$ cat config.mk
export PLATFORM = sky130hd
export DESIGN_NAME = id_issue_stage
export DESIGN_NICKNAME = d
export VERILOG_FILES = /design/src/rtl/id_issue_stage.sv
export SDC_FILE = /design/constraint.sdc
export NUM_CORES = 1
export LEC_CHECK = 0
export ABC_AREA = 1
export ABC_CLOCK_PERIOD_IN_PS = 11400
export CAP_MARGIN = 15
export CORE_AREA = 2 2 249 251
export CTS_CLUSTER_DIAMETER = 60
export DETAILED_ROUTE_END_ITERATION = 7
export DIE_AREA = 0 0 251 253
export SYNTH_ARGS = -nofsm -noshare
export SYNTH_HDL_FRONTEND = slang
export SYNTH_SLANG_ARGS = --single-unit
$ cat constraint.sdc
create_clock -name clk -period 11.4 [get_ports clk]
set_clock_uncertainty 0.1 [all_clocks]
set_input_delay 2.28 -clock clk [delete_from_list [all_inputs] [get_ports clk]]
set_output_delay 2.28 -clock clk [all_outputs]
set_load 0.01 [all_outputs]
$ cat src/rtl/id_issue_stage.sv
`default_nettype none
// ============================================================================
// Module   : id_issue_stage
// Brief    : Decode-to-execute issue stage with operand forwarding, load-use
//            hazard detection and a 2-entry skid buffer toward EX.
// Revision : 1.0 - initial release
// ============================================================================
module id_issue_stage #(
  parameter int DATA_W  = 32,
  parameter int ADDR_W  = 5,
  parameter int NUM_FWD = 3,
  parameter int CTRL_W  = 32
) (
  input  logic                      clk,
  input  logic                      reset,
  input  logic                      in_valid,
  output logic                      in_ready,
  input  logic [CTRL_W-1:0]         in_ctrl,
  input  logic [ADDR_W-1:0]         in_ra_addr,
  input  logic [ADDR_W-1:0]         in_rb_addr,
  input  logic [1:0]                in_src_used,
  input  logic [ADDR_W-1:0]         in_dst_addr,
  input  logic                      in_gpr_we_,
  input  logic [DATA_W-1:0]         gpr_rd_data_0,
  input  logic [DATA_W-1:0]         gpr_rd_data_1,
  input  logic [NUM_FWD-1:0]        fwd_valid,
  input  logic [NUM_FWD-1:0]        fwd_we_,
  input  logic [NUM_FWD-1:0]        fwd_is_load,
  input  logic [NUM_FWD*ADDR_W-1:0] fwd_addr,
  input  logic [NUM_FWD*DATA_W-1:0] fwd_data,
  input  logic                      flush,
  output logic                      out_valid,
  input  logic                      out_ready,
  output logic [CTRL_W-1:0]         out_ctrl,
  output logic [DATA_W-1:0]         out_ra_data,
  output logic [DATA_W-1:0]         out_rb_data,
  output logic [ADDR_W-1:0]         out_ra_addr,
  output logic [ADDR_W-1:0]         out_rb_addr,
  output logic [ADDR_W-1:0]         out_dst_addr,
  output logic                      out_gpr_we_,
  output logic                      hazard_stall
);

  localparam int ENT_W = CTRL_W + 2*DATA_W + 3*ADDR_W + 1;

  logic [DATA_W-1:0] ra_fwd, rb_fwd;
  logic              ra_hit, rb_hit, ra_load, rb_load;
  logic              hazard, accept, pop, main_we_;
  logic [ENT_W-1:0]  new_entry;

  logic [ENT_W-1:0]  main_d, main_q, skid_d, skid_q;
  logic              main_valid_d, main_valid_q;
  logic              skid_valid_d, skid_valid_q;

  // Walk from oldest to youngest so the lowest matching index is the last writer.
  always_comb begin
    ra_fwd  = gpr_rd_data_0;
    rb_fwd  = gpr_rd_data_1;
    ra_hit  = 1'b0;
    rb_hit  = 1'b0;
    ra_load = 1'b0;
    rb_load = 1'b0;
    for (int i = NUM_FWD-1; i >= 0; i--) begin
      if (fwd_valid[i] && !fwd_we_[i] && (in_ra_addr != '0) &&
          (fwd_addr[i*ADDR_W +: ADDR_W] == in_ra_addr)) begin
        ra_fwd  = fwd_data[i*DATA_W +: DATA_W];
        ra_hit  = 1'b1;
        ra_load = fwd_is_load[i];
      end
      if (fwd_valid[i] && !fwd_we_[i] && (in_rb_addr != '0) &&
          (fwd_addr[i*ADDR_W +: ADDR_W] == in_rb_addr)) begin
        rb_fwd  = fwd_data[i*DATA_W +: DATA_W];
        rb_hit  = 1'b1;
        rb_load = fwd_is_load[i];
      end
    end
  end

  assign hazard       = (in_src_used[0] & ra_hit & ra_load) |
                        (in_src_used[1] & rb_hit & rb_load);
  assign hazard_stall = in_valid & hazard;
  assign in_ready     = ~skid_valid_q & ~hazard;
  assign accept       = in_valid & in_ready & ~flush;
  assign pop          = main_valid_q & out_ready;

  assign new_entry = {in_ctrl, ra_fwd, rb_fwd, in_ra_addr, in_rb_addr,
                      in_dst_addr, in_gpr_we_};

  always_comb begin
    main_d       = main_q;
    skid_d       = skid_q;
    main_valid_d = main_valid_q;
    skid_valid_d = skid_valid_q;
    if (flush) begin
      main_valid_d = 1'b0;
      skid_valid_d = 1'b0;
    end else if (pop) begin
      // Skid full implies in_ready=0, so no accept can coincide with a skid drain.
      if (skid_valid_q) begin
        main_d       = skid_q;
        skid_valid_d = 1'b0;
      end else if (accept) begin
        main_d = new_entry;
      end else begin
        main_valid_d = 1'b0;
      end
    end else if (accept) begin
      if (main_valid_q) begin
        skid_d       = new_entry;
        skid_valid_d = 1'b1;
      end else begin
        main_d       = new_entry;
        main_valid_d = 1'b1;
      end
    end
  end

  always_ff @(posedge clk or posedge reset) begin
    if (reset) begin
      main_q       <= '0;
      skid_q       <= '0;
      main_valid_q <= 1'b0;
      skid_valid_q <= 1'b0;
    end else begin
      main_q       <= main_d;
      skid_q       <= skid_d;
      main_valid_q <= main_valid_d;
      skid_valid_q <= skid_valid_d;
    end
  end

  assign {out_ctrl, out_ra_data, out_rb_data, out_ra_addr, out_rb_addr,
          out_dst_addr, main_we_} = main_q;
  assign out_valid   = main_valid_q;
  assign out_gpr_we_ = main_we_ | ~main_valid_q;

endmodule
`default_nettype wire
Yosys cells after proc, flatten, opt, wreduce, memory -nomap -nowiden

Cells that the tools add are included.

Reduce and logical (&&, ||, !) cells: 28
Multiplexer cells: 32
Equal/unequal tests: 9
Bitwise operators: 16

Operators with widths:

| kind                                         | count |
|---|---|
| 2-to-1 mux 112 bit                           | 5 |
| 2-to-1 mux 32 bit                            | 6 |
| equality test 5 bit                          | 6 |
| 2-to-1 mux 1 bit                             | 21 |
| logical AND 1 bit                            | 15 |
| nonzero test 5 bit                           | 2 |
| bitwise AND 1 bit                            | 9 |
| AND reduction 4 bit                          | 2 |
| inequality test 3 bit, second input constant | 2 |
| nonzero test 3 bit                           | 2 |
| inverter 1 bit                               | 5 |
| nonzero test 2 bit                           | 2 |
| zero test 1 bit                              | 3 |
| AND reduction 3 bit                          | 1 |
| inequality test 2 bit, second input constant | 1 |
| OR 1 bit                                     | 2 |
| AND reduction 2 bit                          | 1 |

Flip-flop bits (word level): 226
Input port bits: 239
Word-level logic and storage cells: 89
Output and inout bits: 115

Logic depth before layout (Yosys ltp)

Depth in word-level cells: 18
Mapped depth: 18
Gate-level depth less buffers: 17

Least setup slack after synthesis

Ideal clock, no wire load.

Path kind: input to output
From: input in_ra_addr[4]
To: output hazard_stall
Path slack: 5555 ps
Arrival time: 3465 ps
Path buffers: 1
Cell stages on the path: 10
Data required time: 9020 ps
Cells stage by stage: buf_4 -> nor2_1 -> nand2_1 -> nor2_4 -> nor2_4 -> nand2_1 -> nand3_1 -> nand2_1 -> nand2_2 -> a21boi_0

Cells in the longest elaborated chain, start to end: 10
Elaborated cells between the ends (all ways): 20
Those cells by class: 3 x eq/ne; 6 x mux; 4 x bitwise; 7 x reduce/logical

RTL lines:

| what                           | line | source |
|---|---|---|
| start: declaration             | 19   | `input logic [ADDR_W-1:0] in_ra_addr,` |
| nonzero test 5 bit             | 64   | `if (fwd_valid[i] && !fwd_we_[i] && (in_ra_addr != '0) &&` |
| logical AND 1 bit (2 in a row) | 64   |  |
| 2-to-1 mux 1 bit (3 in a row)  | 64   |  |
| bitwise AND 1 bit              | 79   | `assign hazard = (in_src_used[0] & ra_hit & ra_load) \|` |
| bitwise AND 1 bit (*)          | 79   |  |
| OR 1 bit (*)                   | 79   |  |
| bitwise AND 1 bit (*)          | 81   | `assign hazard_stall = in_valid & hazard;` |
| end: declaration               | 41   | `output logic hazard_stall` |

Mark *: on every way between the ends. The rest lies on a longest branch, timed or not.

Final worst setup path

From: input in_ra_addr[0]
To: output hazard_stall

Same word-level chain as after synthesis.

==> summary.md <==
| Metric | Value |
|---|---|
| Status | `complete, no violations` |
| Overall power | `2.80 mW` |
| Reg power frac | `39.7%` |
| Startpoint types | `input pin` |
| Crit end category | `primary output` |
| Post-synthesis adder-cell area fraction | `0%` |
| Crit path kind | `in -> out` |
| Worst vdd ir | `0.118 mV` |
| Synth Area per Inst | `6.84 sq um` |
| CORE AREA | `0.0610 sq mm` |
| Synth-to-layout area growth | `27.7%` |
| Pre-CTS setup slack | `3670 ps` |
| Post-CTS Hold Buffers | `0` |
| Io pins | `354` |
| Cell Int Power | `1.92 mW` |
| WL/cell | `18.0 um` |
| Vias in the first global route | `13,697` |
| Yosys top cell area share | `37.6%` |
| Die W | `251 um` |
| Die height | `253 um` |
| Clock power share | `35.0%` |
| Synth unique cells | `31` |
| Hold EP | `main_q[0]` |
| IO buf count | `353` |
| Initial Utilization | `24.7%` |
| GRT Total Usage | `17.5%` |
| Post-DP HPWL | `39,700 um` |
| R2R Path End | `main_q[64]` |
| Worst path most repeated cell | `nand2_1` |
| Synth area leaders | `dfrtp_1 (38%), nand2_1 (20%), buf_4 (6.1%), inv_1 (6.0%), nand3_1 (5.7%)` |
| Crit path time final | `7690 ps` |
| Net count after synthesis | `2,442` |
| Num CTS Buffers | `30` |
| Filler Cell Count | `6,564` |
| Switching share of power | `31.2%` |
| Final slew viol count | `0` |
| Hold Path Stages | `2` |
| Crit path cell chain | `clkdlybuf4s50_1 -> inv_2 -> nand2_1 -> o21ai_1 -> nor2_1 -> nand2_1 -> nor2_4 -> nand3_1 -> nand2_1 -> nand2_2 -> a21boi_0 -> clkdlybuf4s50_1` |
| Compound-Gate Fraction of Synth Area | `4.37%` |
| GR Overflow Total | `0` |
| DRC viols | `0` |
| Placed Instances | `3,110` |
| Clock transition at the registers of the reported paths | `50 ps` |
| Routability congestion estimate | `0.869` |
| Clock buffer depth | `3` |
| Slowest CP cell | `nor2_4` |
| Final Non-Filler Cells | `3,164` |
| Switching power of the nets | `873 uW` |
| CP Data Required Time | `9020 ps` |
| Layout cells sized above 1 | `6.28%` |
| FF-to-FF Start | `out_valid` |
| TritonCTS clock tree | `done` |
| Final period util | `67.5%` |
| CTS resizes | `0` |
| Cell family with most CP delay | `simple AND/OR/NAND/NOR gates` |
| EDFF count, synth | `0` |
| Vias | `14,346` |
| Cell type with the largest total area after synthesis | `dfrtp_1` |
| Die area | `0.0635 sq mm` |
| Leak | `9.90 nW` |
| Hold Path Class | `reg -> reg` |
| CP Max Fanout | `33` |
| Comb power frac | `25.4%` |
| First drt pass iteration count | `5` |
| WL final | `56,800 um` |
| Top-count cell post-synth | `nand2_1` |
| Worst R2R Path Depth | `9` |
| Syn Std Cell Area | `0.0151 sq mm` |
| Post-Synth Simple-Gate Area | `37.7%` |
| Core Rows | `91` |
| Crit path buf inv count | `3` |
| RSZ-0062 raised after global routing | `no` |
| Clock Latency Late Sink | `570 ps` |
| Via density | `4.53` |
| Final setup fails | `0` |
| Async SR Flop Fraction | `100%` |
| Initial antenna violation count | `1` |
| Main combinational cell family by area after synthesis | `simple AND/OR/NAND/NOR gates` |
| Post-CTS Setup Inserts | `0` |
| CTS sink cnt | `226` |
| Final net count | `2,591` |
| Post-synthesis mux area share | `2.84%` |
| First-pass GRT wire length | `85,700 um` |
| Fin worst setup slack | `3710 ps` |
| Sum Neg Setup Slack | `0 ps` |
| Min-delay src | `main_q[0]` |
| Synth Warn # | `0` |
| Post-route ant nets | `0` |
| Top_reg_cell synth | `dfrtp_1` |
| H-tree depth | `1` |
| Final Hold Fails | `0` |
| Crit path arrival time | `5310 ps` |
| Synth top cells by count | `nand2_1 (821), inv_1 (240), dfrtp_1 (226), nand3_1 (171), buf_4 (122)` |
| CP max stage delay | `690 ps` |
| Measured slew at the worst slew-check pin | `1140 ps` |
| Initial DRC Count | `1,083` |
| Sequential element share of the synthesized area | `37.6%` |
| Root Driver | `clkbuf_16` |
| R2r setup slk | `8010 ps` |
| Fmax | `130 MHz` |
| Slew margin rel. | `23.8%` |
| Synth Area in XOR/XNOR | `0.582%` |
| ANT cells | `0` |
| Synth Instances | `2,203` |
| Largest net degree at the start of global routing | `109` |
| PD cells | `145 mW/mm^2` |
| # Max-Cap Violations | `0` |
| Synth Register Bits | `226` |
-- state kept, by name, indices dropped and copies added, names as in the netlist --
register and count:
out_valid 1, skid_q 112, main_q 112, skid_valid_q 1
-- how the worst max path moves through the flow --
stage / start / to / slack (ps) / cells after the start
global route: in_ra_addr[2] / hazard_stall / 3480 / 12
detailed placement: in_ra_addr[2] / hazard_stall / 3670 / 12
CTS: in_ra_addr[2] / hazard_stall / 3680 / 12
floorplan: reset / main_q[0] / 2830 / 1
finish: in_ra_addr[0] / hazard_stall / 3710 / 12
global placement: in_ra_addr[2] / hazard_stall / 3680 / 12
-- cells in the final DEF (no fill, tap or decap), drive strengths merged, types with 2 or more instances in the layout --
cell type and n:
a21oi 76, buf 20, nor2 103, nand3 172
clkbuf 43, clkdlybuf4s50 353, nand2 827, or2 3
xnor2 9, nand3b 64, bufinv 2, dfrtp 226
mux2 38, inv 257, clkinv 8, nand4 115
o21ai 54
-- per-stage QoR --
| step | hold WS [ps] | util (%) | cell area, sq um |
|---|---|---|---|
| after floorplan | 334 | - | 15100 |
| after global placement | 349 | 29.8 | 18200 |
| after detailed placement | 355 | 29.8 | 18200 |
| after CTS | 368 | 31.5 | 19200 |
| after global routing | 378 | 31.5 | 19200 |
| final | 360 | 31.5 | 19200 |
-- metal layers --
layer | vias up | part of all wire [%] | track usage, %
met5 | - | 0.028 | 0
met4 | 2 | 2.7 | 4.51
met3 | 63 | 4.9 | 2.45
met2 | 464 | 50 | 30.8
met1 | 6718 | 43 | 22.3
li1 | 7099 | - | -
-- final cells by class --
type / count / area, sq um / share of cell area (%)
repair buffers: 373 / 3680 / 19.2
well taps: 790 / 988 / 5.14
clock buffers: 43 / 901 / 4.69
multi-input cells: 1465 / 6900 / 35.9
clock inverters: 11 / 123 / 0.638
flip-flops and latches: 226 / 5660 / 29.4
inverters: 256 / 973 / 5.06
-- cells by family (layout without fill, tap and decap cells) --
group           Yosys count  count (layout)
buf+inv                 512             683
xor+xnor                 10              10
flops                   226             226
simple gates           1286            1286
compound gates          131             131
mux                      38              38
-- power by group through the flow --
stage / Clock, mW / Combinational [mW] / Sequential [mW]
6_report: 0.977 / 0.709 / 1.11
3_3_place_gp: 0 / 0.719 / 1.12
3_5_place_dp: 0 / 0.727 / 1.12
4_1_cts: 1.00 / 0.728 / 1.11
2_1_floorplan: 0 / 0.459 / 1.09
5_1_grt: 1.04 / 0.788 / 1.13
-- worst reg2reg max path, cell delays in order (launching register included) --
cell     delay (ps)
dfrtp_1         400
nand2_1          70
inv_1            70
nand2_4         420
buf_4           820
buf_4           780
nor2_1          120
a21oi_1         310
nand4_1         150
nand2_1         110
Note: power is estimated with default switching activity, not from simulation.
